===== src/rtl/cpu_pkg.sv =====
// rtl/cpu_pkg.sv - shared CPU constants: ALU source codes, ALU op width, bubble controls
package cpu_pkg;

   localparam int ALU_OP_W = 4;

   // ALU operand select codes, shared with the ALU_Src2 mux in EX
   localparam logic [7:0] SRC_RY     = 8'h06;
   localparam logic [7:0] SRC_ZERO   = 8'h10;
   localparam logic [7:0] SRC_S_IMM4 = 8'h14;
   localparam logic [7:0] SRC_S_IMM5 = 8'h15;
   localparam logic [7:0] SRC_S_IMM8 = 8'h16;
   localparam logic [7:0] SRC_ONE    = 8'h26;

   localparam logic [ALU_OP_W-1:0] BUBBLE_ALU_OP = '0;
   localparam logic [3:0]          BUBBLE_RD     = 4'h0;
   localparam logic [7:0]          BUBBLE_SRC    = SRC_ZERO;

   typedef enum logic [1:0] {
      LD_LOAD   = 2'd0,
      LD_HOLD   = 2'd1,
      LD_BUBBLE = 2'd2
   } load_mode_e;

   // flush outranks stall so a stalled slot can still be squashed
   function automatic load_mode_e select_mode(input logic flush, input logic stall);
      if (flush)
         return LD_BUBBLE;
      else if (stall)
         return LD_HOLD;
      else
         return LD_LOAD;
   endfunction

endpackage


===== src/rtl/imm_ext.sv =====
// rtl/imm_ext.sv - ID-stage immediate extraction and extension (imm4/imm5/imm8)
module imm_ext #(
   parameter int W = 16
) (
   input  logic [15:0]  instr_id,
   input  logic         imm8_zext_id,
   output logic [W-1:0] imm4,
   output logic [W-1:0] imm5,
   output logic [W-1:0] imm8
);

   logic unused_instr_hi;

   assign unused_instr_hi = ^instr_id[15:8];

   assign imm4 = {{(W-4){instr_id[3]}}, instr_id[3:0]};
   assign imm5 = {{(W-5){instr_id[4]}}, instr_id[4:0]};
   assign imm8 = {{(W-8){instr_id[7] & ~imm8_zext_id}}, instr_id[7:0]};

endmodule


===== src/rtl/id_ex_reg.sv =====
// rtl/id_ex_reg.sv - ID/EX pipeline register with stall hold, flush bubble and bubble counter
module id_ex_reg
   import cpu_pkg::*;
#(
   parameter int W     = 16,
   parameter int CNT_W = 16
) (
   input  logic                clk,
   input  logic                rst,
   input  logic                stall,
   input  logic                flush,
   input  logic [15:0]         instr_id,
   input  logic                imm8_zext_id,
   input  logic [W-1:0]        pc_id,
   input  logic [W-1:0]        data_rx_id,
   input  logic [W-1:0]        data_ry_id,
   input  logic [7:0]          alu_src1_id,
   input  logic [7:0]          alu_src2_id,
   input  logic [ALU_OP_W-1:0] alu_op_id,
   input  logic [3:0]          rd_id,
   input  logic                reg_write_id,
   input  logic                mem_read_id,
   input  logic                mem_write_id,
   input  logic                valid_id,
   output logic [W-1:0]        pc_ex,
   output logic [W-1:0]        data_rx_ex,
   output logic [W-1:0]        data_ry_ex,
   output logic [7:0]          alu_src1_ex,
   output logic [7:0]          alu_src2_ex,
   output logic [ALU_OP_W-1:0] alu_op_ex,
   output logic [3:0]          rd_ex,
   output logic                reg_write_ex,
   output logic                mem_read_ex,
   output logic                mem_write_ex,
   output logic                valid_ex,
   output logic [W-1:0]        imm4_ex,
   output logic [W-1:0]        imm5_ex,
   output logic [W-1:0]        imm8_ex,
   output logic [CNT_W-1:0]    bubble_cnt
);

   logic [W-1:0] imm4_id;
   logic [W-1:0] imm5_id;
   logic [W-1:0] imm8_id;
   load_mode_e   mode;

   imm_ext #(.W(W)) u_imm_ext (
      .instr_id     (instr_id),
      .imm8_zext_id (imm8_zext_id),
      .imm4         (imm4_id),
      .imm5         (imm5_id),
      .imm8         (imm8_id)
   );

   always_comb begin
      mode = select_mode(flush, stall);
   end

   always_ff @(posedge clk or posedge rst) begin
      if (rst) begin
         pc_ex        <= '0;
         data_rx_ex   <= '0;
         data_ry_ex   <= '0;
         alu_src1_ex  <= BUBBLE_SRC;
         alu_src2_ex  <= BUBBLE_SRC;
         alu_op_ex    <= BUBBLE_ALU_OP;
         rd_ex        <= BUBBLE_RD;
         reg_write_ex <= 1'b0;
         mem_read_ex  <= 1'b0;
         mem_write_ex <= 1'b0;
         valid_ex     <= 1'b0;
         imm4_ex      <= '0;
         imm5_ex      <= '0;
         imm8_ex      <= '0;
      end else begin
         case (mode)
            LD_BUBBLE: begin
               pc_ex        <= '0;
               data_rx_ex   <= '0;
               data_ry_ex   <= '0;
               alu_src1_ex  <= BUBBLE_SRC;
               alu_src2_ex  <= BUBBLE_SRC;
               alu_op_ex    <= BUBBLE_ALU_OP;
               rd_ex        <= BUBBLE_RD;
               reg_write_ex <= 1'b0;
               mem_read_ex  <= 1'b0;
               mem_write_ex <= 1'b0;
               valid_ex     <= 1'b0;
               imm4_ex      <= '0;
               imm5_ex      <= '0;
               imm8_ex      <= '0;
            end
            LD_LOAD: begin
               pc_ex        <= pc_id;
               data_rx_ex   <= data_rx_id;
               data_ry_ex   <= data_ry_id;
               alu_src1_ex  <= alu_src1_id;
               alu_src2_ex  <= alu_src2_id;
               alu_op_ex    <= alu_op_id;
               rd_ex        <= rd_id;
               reg_write_ex <= reg_write_id;
               mem_read_ex  <= mem_read_id;
               mem_write_ex <= mem_write_id;
               valid_ex     <= valid_id;
               imm4_ex      <= imm4_id;
               imm5_ex      <= imm5_id;
               imm8_ex      <= imm8_id;
            end
            default: ;
         endcase
      end
   end

   // Counts flush edges only; a pass-through of valid_id = 0 is not a bubble
   always_ff @(posedge clk or posedge rst) begin
      if (rst)
         bubble_cnt <= '0;
      else if (flush && (bubble_cnt != {CNT_W{1'b1}}))
         bubble_cnt <= bubble_cnt + 1'b1;
   end

endmodule


===== config.mk =====
export PLATFORM = sky130hd
export DESIGN_NAME = id_ex_reg
export DESIGN_NICKNAME = d
export VERILOG_FILES = /design/src/rtl/cpu_pkg.sv /design/src/rtl/imm_ext.sv /design/src/rtl/id_ex_reg.sv
export SDC_FILE = /design/constraint.sdc
export NUM_CORES = 1
export LEC_CHECK = 0
export CELL_PAD_IN_SITES_DETAIL_PLACEMENT = 0
export CELL_PAD_IN_SITES_GLOBAL_PLACEMENT = 1
export CORE_MARGIN = 3
export CORE_UTILIZATION = 29
export CTS_CLUSTER_DIAMETER = 80
export CTS_CLUSTER_SIZE = 8
export DETAILED_ROUTE_END_ITERATION = 6
export GPL_TIMING_DRIVEN = 0
export PLACE_DENSITY_LB_ADDON = 0.2
export SLEW_MARGIN = 30
export SYNTH_ARGS = -nofsm -noshare
export SYNTH_HDL_FRONTEND = slang
export SYNTH_SLANG_ARGS = --single-unit

===== constraint.sdc =====
create_clock -name clk -period 4.2 [get_ports clk]
set_input_delay 1.26 -clock clk [delete_from_list [all_inputs] [get_ports clk]]
set_output_delay 1.26 -clock clk [all_outputs]
set_load 0.02 [all_outputs]

==> impl_results.md <==
- Status: completed
- Required time of the worst setup path: around 3 ns
- Sink of the worst hold path: data_ry_ex[6]
- Root Driver: clkbuf_16
- Crit path from: imm4_ex[14]
- Placed insts: between 700 and 800
- Post-synth top area share: between 50% and 60%
- R2r setup slk: around 2.3 ns
- Number of port buffers: 226
- Layout Nets: about 720
- Syn avg cell area: between 10 and 15 um2
- Antenna violations before repair: 0
- Final GP Congestion: between 0.7 and 0.8
- Wire length per cell: approximately 16 um
- First-pass GRT wire length: a little under 20,000 um
- Clock network power share: between 30% and 40%
- Fin cells: 812
- Max clock buf depth: 2
- Flop pwr share: 42.0%
- Hold Vio Cnt, Final: 0
- Rel. slew slack: 55.97%
- Die Ht: 130.4 um
- Total track usage: between 10% and 20%
- Synth area leaders: dfrtp_1 55%, mux2i_1 19%, nor2_1 7.1%
- Min setup slack post-route: about 1.2 ns
- Synthesized net count: 483
- Starting density of the core: between 30% and 40%
- Synthesized instance count: slightly below 400
- Combinational power share: 24.3%
- CTS resizes: 0
- Clock Sinks: between 100 and 150
- Leak pwr: around 3.4 nW
- Post-Route WL: around 13,000 um
- First-pass detailed-route iteration total: 4
- PwrDens: roughly 370 nW/um2
- Total number of placement rows: between 40 and 50
- Sw Share: 28.01%
- Worst min-delay path startpoint: data_ry_ex[6]
- Core area: approximately 15,000 um2
- Grt peak-use layer: met2
- Final Setup Violations: 0
- Area grow syn2layout: 63.56%
- Vias: ~3,600
- Grt total ovfl: 0
- Flops & latches, synth: about 100
- Setup TNS: 0 ns
- Vias in the first global route: roughly 3,600
- Post-synth EDFFs: 0
- Seq/Total Area, Yosys: 56.42%
- FFs w/ async S/R, synth: between 90% and 100%
- Hold path depth: 2
- Number of routed nets with antenna violations: 0
- Maxcap violations: 0
- Min-Delay Path Class: reg -> reg
- Commonest cells post-synth: 99 x dfrtp_1, 85 x nor2_1, 83 x mux2i_1, 39 x buf_4
- Met3 Resource Use GR: approximately 6.0%
- Share of post-route cells with drive strength above 1: approximately an eighth
- Number of I/O pins: ~240
- Met1 Usage GRT: 18.31%
- VDD IR max: roughly 350 uV
- Post-Place Worst Slack: 1.490 ns
- Final Slew Violations: 0
- RSZ-0062 raised after global routing: no
- CTS tree: yes
- Post-synth top area cell: dfrtp_1
- Critical path class: reg -> out
- H-tree Lvls: 3
- Critical path peak fanout: 16
- Switching pwr: between 700 and 800 uW
- Final min period: around 3.0 ns
- Post-CTS setup buffers: 0
- Synth cell types: 33
- Hpwl dp: roughly 9600 um
- Post-Layout Inst Area: about 7300 um2
- Fill count: approximately 1,400
- WHS: roughly 0.52 ns
- TritonCTS buffer count: 9
- Worst clock skew: between 0.006 and 0.007 ns
- Cell area after synthesis: 4484 um2
- Internal: between 1.5 and 2 mW
- Clk slew on worst S/H paths: about 0.070 ns
- Area of the die: around 17,000 um2
- Worst reg2reg endpoint: bubble_cnt[1]
- Die width: 130.4 um
- Ant. Diodes: 0
- Vias/cell: about 4.4
- Synth Flop Type: dfrtp_1
- Cts hold-fix bufs: 0
- Largest net degree at the start of global routing: 63
- M2 GR Usage: 25.05%
- Critical path endpoint category: output pin
- # DRC: 0
- Warnings from Yosys: 0
- Maximum clock frequency: between 300 and 400 MHz
- Clk_lat worst skew: between 0.3 and 0.4 ns
- Initial DRC count: 130
- Slew @ Worst Pin: about 0.66 ns
- Worst reg2reg path depth: 4
- Area after DPL: 7009 um2
- Cell with the most instances after synthesis: dfrtp_1
- Period utilization: roughly 72%
- WP data arrival: approximately 1.8 ns
- FF-to-FF Start: bubble_cnt[0]
- CP Launch Type: flip-flop
==> worst max path at each step <==
| stage | slack [ns] | endpoint | cells past startpoint |
|---|---|---|---|
| finish | 1.19 | imm8_ex[3] | 2 |
| CTS | 1.15 | imm4_ex[9] | 2 |
| detailed placement | 1.49 | rd_ex[1] | 5 |
| global route | 1.08 | imm5_ex[3] | 2 |
| floorplan | 0.30 | alu_op_ex[0] | 1 |
| global placement | -1.49 | data_rx_ex[2] | 2 |
==> cell usage in the layout, fill, tap and decap left out, types with 3 or more instances in the layout <==
| cell type | netlist | layout |
|---|---|---|
| xor2_1 | 9 | 9 |
| nand3_1 | 6 | 6 |
| clkbuf_16 | 0 | 9 |
| buf_4 | 39 | 39 |
| clkbuf_1 | 9 | 9 |
| clkdlybuf4s50_1 | 0 | 226 |
| a21oi_1 | 4 | 4 |
| nand2_1 | 5 | 5 |
| mux2i_1 | 83 | 83 |
| buf_2 | 9 | 9 |
| nor2_1 | 85 | 85 |
| nand4_1 | 3 | 3 |
| nor3_1 | 6 | 6 |
| dfrtp_1 | 99 | 99 |
==> cell families after synthesis <==
family | count (synthesis) | share of synthesized area, %
AO/OA/AOI/OAI | 9 | 1.423
XOR/XNOR | 11 | 2.149
adder cells (fa/ha/maj) | 1 | 0.2790
buffers and inverters | 61 | 8.622
flip-flops | 101 | 56.42
multiplexers | 85 | 19.11
AND/OR/NAND/NOR | 117 | 12.00
==> flip-flops by register name, indices dropped and copies added (netlist names) <==
signal,count
alu_op_ex,4
alu_src1_ex,8
alu_src2_ex,8
bubble_cnt,16
data_rx_ex,16
data_ry_ex,16
imm4_ex,4
imm5_ex,1
imm8_ex,4
mem_read_ex,1
mem_write_ex,1
pc_ex,16
rd_ex,4
reg_write_ex,1
valid_ex,1
==> stage by stage <==
| step | power, mW | util (%) |
|---|---|---|
| floorplan | 1.461 | - |
| global placement | 1.799 | 47.11 |
| detailed placement | 1.809 | 47.33 |
| CTS | 2.742 | 49.53 |
| global route | 2.835 | 49.53 |
| finish | 2.691 | 49.53 |
==> critical path, cell delays in order (launching register included) <==
cell             delay (ns)
dfrtp_1                0.62
buf_4                  0.19
clkdlybuf4s50_1        0.60
==> metal layers <==
metal	vias up	part of all wire, %
met2	137	49
met5	-	0
met4	0	0.72
met1	1727	42
met3	7	8.3
li1	1728	-
==> power groups by stage <==
stage	logic, mW	clock network [mW]	registers [mW]
5_1_grt	0.700	0.987	1.15
2_1_floorplan	0.228	0	1.23
6_report	0.653	0.907	1.13
3_5_place_dp	0.662	0	1.15
3_3_place_gp	0.653	0	1.15
4_1_cts	0.664	0.946	1.13
==> layout make-up <==
type	count	area, um2	share of cell area, %
tap	184	230.2	3.139
sequential	101	2530	34.49
buffer	59	379.1	5.169
clock inverter	6	86.33	1.177
multi-input combinational	223	1568	21.37
timing repair buffer	227	2290	31.22
clock buffer	10	239.0	3.258
inverter	2	12.51	0.1706
(Power assumes the default switching activity.)
